$ cat src/rtl/input_conditioner_pkg.sv
// input_cond_pkg
// Shared definitions for the input conditioner: reset FSM state encoding,
// default timing parameters and a counter-width helper.
package input_cond_pkg;

  // Reset FSM states. HOLD keeps the system in reset, RUN releases it.
  typedef enum logic {
    HOLD = 1'b0,
    RUN  = 1'b1
  } rst_state_t;

  // 10 ms at 100 MHz.
  localparam int DEFAULT_DEBOUNCE_CYCLES = 1_000_000;
  localparam int DEFAULT_RESET_HOLD      = 16;

  // Bits needed for a counter that runs 0 .. n-1 (at least one bit).
  function automatic int cnt_width(input int n);
    return (n < 2) ? 1 : $clog2(n);
  endfunction

endpackage

$ cat src/rtl/input_conditioner_debounce.sv
// debounce_unit
// Debounces one already-synchronised level. A change is accepted only after
// the input has differed from the accepted level for DEBOUNCE_CYCLES
// consecutive cycles; any return to the accepted level cancels the change.
// Ports:
//   clk, reset_n : clock, asynchronous active-low reset
//   sync_in      : synchronised raw input
//   level        : accepted (debounced) level
//   rise         : one-cycle pulse in the cycle after level goes 0->1
module debounce_unit
  import input_cond_pkg::*;
#(
  parameter int DEBOUNCE_CYCLES = DEFAULT_DEBOUNCE_CYCLES
) (
  input  logic clk,
  input  logic reset_n,
  input  logic sync_in,
  output logic level,
  output logic rise
);

  localparam int CNT_W = cnt_width(DEBOUNCE_CYCLES);
  localparam logic [CNT_W-1:0] CNT_LAST = CNT_W'(DEBOUNCE_CYCLES - 1);

  logic [CNT_W-1:0] cnt;
  logic             accept;

  assign accept = (sync_in != level) && (cnt == CNT_LAST);

  always_ff @(posedge clk or negedge reset_n) begin
    if (!reset_n) begin
      cnt   <= '0;
      level <= 1'b0;
      rise  <= 1'b0;
    end else begin
      rise <= accept && sync_in;
      if (sync_in == level) begin
        cnt <= '0;
      end else if (accept) begin
        level <= sync_in;
        cnt   <= '0;
      end else begin
        cnt <= cnt + 1'b1;
      end
    end
  end

endmodule

$ cat src/rtl/input_conditioner.sv
// input_conditioner
// Front-end conditioning: synchronises and debounces the exec and reset
// buttons, produces a one-cycle execute strobe with a matching switch
// snapshot, and generates a stretched, synchronously released system reset.
// Ports:
//   clk, reset_n  : clock, asynchronous active-low reset
//   btn_exec      : raw exec button
//   btn_reset     : raw reset button
//   sw            : raw slide switches
//   exec_pulse    : one-cycle strobe per accepted exec press
//   sw_snap       : synchronised switches captured with exec_pulse
//   sys_reset_n   : stretched active-low system reset
//   btn_reset_db  : debounced reset-button level
module input_conditioner
  import input_cond_pkg::*;
#(
  parameter int DEBOUNCE_CYCLES = DEFAULT_DEBOUNCE_CYCLES,
  parameter int RESET_HOLD      = DEFAULT_RESET_HOLD,
  parameter int SW_WIDTH        = 16
) (
  input  logic                clk,
  input  logic                reset_n,
  input  logic                btn_exec,
  input  logic                btn_reset,
  input  logic [SW_WIDTH-1:0] sw,
  output logic                exec_pulse,
  output logic [SW_WIDTH-1:0] sw_snap,
  output logic                sys_reset_n,
  output logic                btn_reset_db
);

  localparam int HOLD_W = cnt_width(RESET_HOLD);
  localparam logic [HOLD_W-1:0] HOLD_LAST = HOLD_W'(RESET_HOLD - 1);

  // Two-stage synchronisers.
  logic                exec_s1, exec_s2;
  logic                rst_s1, rst_s2;
  logic [SW_WIDTH-1:0] sw_s1, sw_s2;

  always_ff @(posedge clk or negedge reset_n) begin
    if (!reset_n) begin
      exec_s1 <= 1'b0;
      exec_s2 <= 1'b0;
      rst_s1  <= 1'b0;
      rst_s2  <= 1'b0;
      sw_s1   <= '0;
      sw_s2   <= '0;
    end else begin
      exec_s1 <= btn_exec;
      exec_s2 <= exec_s1;
      rst_s1  <= btn_reset;
      rst_s2  <= rst_s1;
      sw_s1   <= sw;
      sw_s2   <= sw_s1;
    end
  end

  logic exec_level, exec_rise;
  logic rst_rise;

  debounce_unit #(.DEBOUNCE_CYCLES(DEBOUNCE_CYCLES)) u_db_exec (
    .clk     (clk),
    .reset_n (reset_n),
    .sync_in (exec_s2),
    .level   (exec_level),
    .rise    (exec_rise)
  );

  debounce_unit #(.DEBOUNCE_CYCLES(DEBOUNCE_CYCLES)) u_db_reset (
    .clk     (clk),
    .reset_n (reset_n),
    .sync_in (rst_s2),
    .level   (btn_reset_db),
    .rise    (rst_rise)
  );

  // Reset FSM.
  rst_state_t        state_q, state_d;
  logic [HOLD_W-1:0] hold_cnt_q, hold_cnt_d;

  always_ff @(posedge clk or negedge reset_n) begin
    if (!reset_n) begin
      state_q    <= HOLD;
      hold_cnt_q <= '0;
    end else begin
      state_q    <= state_d;
      hold_cnt_q <= hold_cnt_d;
    end
  end

  always_comb begin
    state_d    = state_q;
    hold_cnt_d = hold_cnt_q;
    case (state_q)
      HOLD: begin
        // A held button freezes the count at zero; release starts the
        // full hold period from scratch.
        if (btn_reset_db) begin
          hold_cnt_d = '0;
        end else if (hold_cnt_q == HOLD_LAST) begin
          state_d    = RUN;
          hold_cnt_d = '0;
        end else begin
          hold_cnt_d = hold_cnt_q + 1'b1;
        end
      end
      RUN: begin
        if (rst_rise) begin
          state_d    = HOLD;
          hold_cnt_d = '0;
        end
      end
    endcase
  end

  // Straight from a single flop, so the release is glitch-free and
  // synchronous to clk.
  assign sys_reset_n = (state_q == RUN);

  // Exec strobe and snapshot. An accepted press is dropped (not deferred)
  // if the system is in reset or is entering reset on this same edge.
  logic capture;
  assign capture = exec_rise && exec_level && (state_q == RUN) && !rst_rise;

  always_ff @(posedge clk or negedge reset_n) begin
    if (!reset_n) begin
      exec_pulse <= 1'b0;
      sw_snap    <= '0;
    end else begin
      exec_pulse <= capture;
      if (capture) begin
        sw_snap <= sw_s2;
      end
    end
  end

endmodule

$ cat config.mk
export PLATFORM = sky130hd
export DESIGN_NAME = input_conditioner
export DESIGN_NICKNAME = d
export VERILOG_FILES = /design/src/rtl/input_conditioner_pkg.sv /design/src/rtl/input_conditioner_debounce.sv /design/src/rtl/input_conditioner.sv
export SDC_FILE = /design/constraint.sdc
export NUM_CORES = 1
export LEC_CHECK = 0
export ABC_AREA = 0
export CORE_MARGIN = 2
export CORE_UTILIZATION = 51
export DETAILED_ROUTE_END_ITERATION = 10
export PLACE_DENSITY_LB_ADDON = 0.15
export SETUP_SLACK_MARGIN = 0.15
export SKIP_LAST_GASP = 1
export SLEW_MARGIN = 20
export SYNTH_ARGS = -nofsm -noshare
export SYNTH_HDL_FRONTEND = slang
export SYNTH_SLANG_ARGS = --single-unit
$ cat constraint.sdc
create_clock -name clk -period 1.6 [get_ports clk]
set_input_delay 0.32 -clock clk [delete_from_list [all_inputs] [get_ports clk]]
set_output_delay 0.32 -clock clk [all_outputs]
set_load 0.05 [all_outputs]
**After elaboration in Yosys (flattened, before gate mapping)**

Index checks and enable logic that the tools add are counted.

- Input bits: 20
- Output and inout bits: 19
- Flip-flop bits (word level): 102
- Logic and storage cells: 52

- $add $sub $neg: 3
- Bitwise logic cells: 3
- Reductions and logical operators: 10
- Equal/unequal tests: 8
- Mux-type cells: 12

Operators by type and width:

| kind | count |
|---|---|
| $mux W20 | 4 |
| $add A20 B1 Y20 const B | 2 |
| $eq A20 B20 Y1 const B | 2 |
| $mux W4 | 3 |
| $pmux W4 S2 | 1 |
| $logic_and A1 B1 Y1 | 7 |
| $add A4 B1 Y4 const B | 1 |
| $eq A4 B4 Y1 const B | 1 |
| $reduce_and A2 Y1 | 2 |
| $mux W1 | 3 |
| $not A1 Y1 | 3 |
| $eq A1 B1 Y1 | 2 |
| $ne A1 B1 Y1 | 2 |
| $ne A2 B1 Y1 const B | 1 |
| $pmux W1 S2 | 1 |
| $logic_not A1 Y1 | 1 |

**Logic depth before layout (Yosys ltp)**

- Word-level depth: 4
- Gate-level depth with buffers: 6

**By module**

A second synthesis with hierarchy kept.

- Cell total of the unflattened synthesis: 307
- Area, all modules: 4083.9 um^2

By module, submodules not included:

| module | area an instance (um^2) | seq. area each (um^2) | cells an instance | times used |
|---|---|---|---|---|
| debounce_unit | 1134.8 | 550.5 | 105 | 2 |
| input_conditioner | 1814.2 | 1451.4 | 97 | 1 |

**Least setup slack after synthesis**

Ideal clock, no wire load.

- Path type: register -> register
- Start point: register state_q, in the netlist sys_reset_n
- End point: register sw_snap[10]
- Stages on the path, launching flop included: 6
- Setup slack: -79 ps
- Arrival time: 1613 ps
- Path through: dfrtp_1 > nand4b_1 > clkinv_1 > clkbuf_1 > nand2_1 > nand2_1

- Word-level cells in the longest chain between the ends: 2

RTL lines:

| element | line | RTL |
|---|---|---|
| start, declared | input_conditioner.sv:78 | `rst_state_t state_q, state_d;` |
| start signal, assigned | input_conditioner.sv:86 | `state_q <= state_d;` |
| $logic_and A1 B1 Y1 (2 in a row) | input_conditioner.sv:123 | `assign capture = exec_rise && exec_level && (state_q == RUN) && !rst_rise;` |
| net capture | input_conditioner.sv:122 | `logic capture;` |
| end signal, assigned | input_conditioner.sv:132 | `sw_snap <= sw_s2;` |
| end, declared | input_conditioner.sv:27 | `output logic [SW_WIDTH-1:0] sw_snap,` |

The timed path passes the listed nets, and every way through them passes these cells.
A chain may end at the register's enable or synchronous reset.

**Worst setup path after layout**

- Start point: register u_db_exec.cnt[18]
- End point: register u_db_exec.cnt[15]

- Word-level cells in the longest chain between the ends: 4

RTL lines:

| element | line | RTL |
|---|---|---|
| start, declared | input_conditioner_debounce.sv:25 | `logic [CNT_W-1:0] cnt;` |
| start signal, assigned | input_conditioner_debounce.sv:43 | `cnt <= cnt + 1'b1;` |
| $eq A20 B20 Y1 | input_conditioner_debounce.sv:28 | `assign accept = (sync_in != level) && (cnt == CNT_LAST);` |
| $logic_and A1 B1 Y1 | input_conditioner_debounce.sv:28 |  |
| $mux W20 | input_conditioner_debounce.sv:39 | `end else if (accept) begin` |
| $mux W20 | input_conditioner_debounce.sv:37 | `if (sync_in == level) begin` |

No other way between the ends.

==> summary.md <==
| Metric | Value |
|---|---|
| Fin crit period | 1.65 ns |
| Post-synthesis compound-gate area fraction | 0.0492 |
| DR iter-0 viols | 120 |
| Async SR Flop Fraction | 1.00 |
| CTS tree | done |
| Fmax | 607 MHz |
| Reg-to-reg startpoint | u_db_exec.cnt[18]$_DFF_PN0_ |
| Layout Skew | 0.0128 ns |
| Part of the power in the clock network | 0.346 |
| DRT Pass-1 Iters | 7 |
| Crit path DAT | 1.89 ns |
| Startpoint Class | flop |
| Area of the multi-input gates | 0.00154 mm2 |
| Synth unique cells | 47 |
| Failing checks | negative setup slack |
| RSZ-0062 raised after global routing | yes |
| Hold WC Path Type | reg -> reg |
| Sequential Area | 0.00256 mm2 |
| Worst-Margin Slew | 0.407 ns |
| Gr ovfl total | 0 |
| Peak supply drop | 0.473 mV |
| Initial Util | 0.526 |
| P_leak | 2.42 nW |
| CTS root buffer | clkbuf_8 |
| Fin crit share | 1.03 |
| Final setup viols | 37 |
| Total negative slack | -1.01 ns |
| Worst-skew pair later-pin latency | 0.37 ns |
| Post-synthesis register bit count | 102 |
| Post-DP HPWL | 5220 um |
| Ys flop type | dfrtp_1 |
| Total CTS buffers | 9 |
| Final setup margin | -0.0473 ns |
| Syn_nets | 380 |
| Place WS | -0.0323 ns |
| Die X | 93.0 um |
| Net switching fraction of the power | 0.240 |
| Worst Setup Path Type | reg -> reg |
| Fill cells | 576 |
| Antenna-violating nets left | 0 |
| Synth Cell Area | 0.00404 mm2 |
| Fin nets | 476 |
| Placed cell areas | 0.00490 mm2 |
| Die height | 93.0 um |
| Largest net degree at the start of global routing | 33 |
| Post-synth EDFFs | 0 |
| Final GP Congestion | 0.826 |
| CP endpoint kind | flop |
| Synth Area in XOR/XNOR | 0.0607 |
| DR DRC count | 0 |
| Internal power | 3.33 mW |
| Diode count | 0 |
| First-pass GRT wire length | 12900 um |
| Clock slew at reported path FFs | 0.10 ns |
| Cells after synthesis | 357 |
| Max-cap violations | 0 |
| Avg Inst Size Synth | 11.3 um2 |
| WP data required | 1.84 ns |
| Comb power frac | 0.047 |
| Inst Count DP | 531 |
| Vias in the first global route | 2830 |
| Io pins | 39 |
| Rel. slew slack | 0.729 |
| FP Rows | 32 |
| Hold Startpoint | sw_s1[15]$_DFF_PN0_ |
| CTS max path bufs | 2 |
| Total Wirelength | 7920 um |
| Synth Area in Adders | 0.00929 |
| Antenna violations before repair | 0 |
| Psw | 1.05 mW |
| Design area | 0.00532 mm2 |
| Most frequent cells in the layout | dfrtp_1 (99), nand2_1 (66), buf_4 (62) |
| Total number of vias | 2966 |
| Sequential fraction of design power | 0.607 |
| H-tree depth | 3 |
| YS warnings | 0 |
| CP max FO | 20 |
| Hold Fails Final Rpt | 0 |
| Tot GR Track Use | 0.190 |
| Max Slew Vio Count | 0 |
| Port bufs | 38 |
| Ratio of cells with drive above 1 in the final layout | 0.290 |
| Vias per cell | 5.30 |
| Outcome | complete, but fails checks |
| Placeable Area | 0.00769 mm2 |
| Post-synthesis sequential area ratio | 0.632 |
| Power Density | 825 mW/mm2 |
| Worst Hold Slack | 0.355 ns |
| Multiplexer share of the synthesized area | 0.00650 |
| WL/cell | 14.1 um |
| Layout area overhead | 31.6% |
| Die area | 0.00865 mm2 |
| Simple-gate share of the synthesized area | 0.224 |
| Launch point of the worst path | u_db_exec.cnt[18]$_DFF_PN0_ |
| Finished Layout Cells | 560 |
| Main combinational cell family by area after synthesis | simple AND/OR/NAND/NOR gates |
| Most common cell after layout, fill and taps aside | dfrtp_1 |
| Sink Count | 102 |
what timing repair did:
action,4_1_cts,5_1_grt
setup endpoints to repair,43,44
hold endpoints to repair,29,0
pin swaps,4,4
gates resized for setup,5,22
gates cloned,0,3
hold buffers,1,0
setup buffers,5,4
cells by family (layout without fill, tap and decap cells):
logic type / count (synthesis) / in the layout
and+or+nand+nor: 176 / 176
DFF: 102 / 102
AOI/OAI and AO/OA: 30 / 30
xor gates and xnor gates: 28 / 28
buffers and inverters: 16 / 117
adders and majority gates: 3 / 3
muxes: 2 / 2
power groups by stage:
stage	clock (mW)	sequential (mW)	combinational, mW
6_report	1.52	2.66	0.208
5_1_grt	1.66	2.67	0.233
4_1_cts	1.56	2.66	0.187
3_5_place_dp	0	2.71	0.182
3_3_place_gp	0	2.71	0.181
2_1_floorplan	0	2.70	0.0514
sequential cells by signal, indices dropped and copies added (netlist names):
name	cells
hold_cnt_q	4
u_db_exec.level	1
rst_s1	1
exec_s2	1
sw_s1	16
u_db_reset.level	1
rst_s2	1
sw_s2	16
sw_snap	16
exec_s1	1
sys_reset_n	1
exec_pulse	1
u_db_exec.rise	1
u_db_reset.cnt	20
u_db_reset.rise	1
u_db_exec.cnt	20
final timing paths:
kind | cells past startpoint | slack, ns | end
max reg2reg | 5 | -0.05 | u_db_exec.cnt[15]$_DFF_PN0_
min in group asynchronous | 2 | 0.41 | sw_s2[0]$_DFF_PN0_
max | 5 | -0.05 | u_db_exec.cnt[15]$_DFF_PN0_
min | 0 | 0.35 | sw_s2[15]$_DFF_PN0_
max in group asynchronous | 3 | 0.66 | sw_s1[12]$_DFF_PN0_
min reg2reg | 0 | 0.35 | sw_s2[15]$_DFF_PN0_
worst max-delay path: stages, from the launching register on:
cell and delay, ns:
dfrtp_1 0.38, nand3_2 0.10, or4b_4 0.56, o31ai_4 0.23
buf_12 0.20, a21oi_2 0.04
cell type report:
cell class / count / area share
multi-input cells: 239 / 0.290
clock inverters: 6 / 0.0101
inverters: 7 / 0.00494
well taps: 102 / 0.0240
clock buffers: 10 / 0.0240
repair buffers: 94 / 0.166
flip-flops and latches: 102 / 0.481
Yosys cell counts (6+ instances only):
library cell / n / area (um2)
nand4_1: 12 / 75.1
xor2_1: 13 / 114
nand3_1: 18 / 90.1
a21oi_1: 12 / 60.1
dfrtp_1: 102 / 2550
nand2_1: 66 / 248
or4_1: 6 / 45.0
and3_1: 6 / 37.5
nor3_1: 6 / 30.0
inv_1: 6 / 22.5
nor2_1: 32 / 120
xnor2_1: 15 / 131
through the flow:
step           utilization  total power, mW
2_1_floorplan            -             2.75
3_3_place_gp         0.637             2.89
3_5_place_dp         0.637             2.89
4_1_cts              0.670             4.41
5_1_grt              0.692             4.57
6_report             0.692             4.39
metal layers:
layer,GRT usage,vias up,part of all wire
met1,0.257,1464,0.45
li1,-,1426,-
met4,0.0784,0,0.016
met3,0.0298,10,0.046
met5,0,-,0
met2,0.308,66,0.49
No activity file was read; power rests on OpenSTA's default activity.
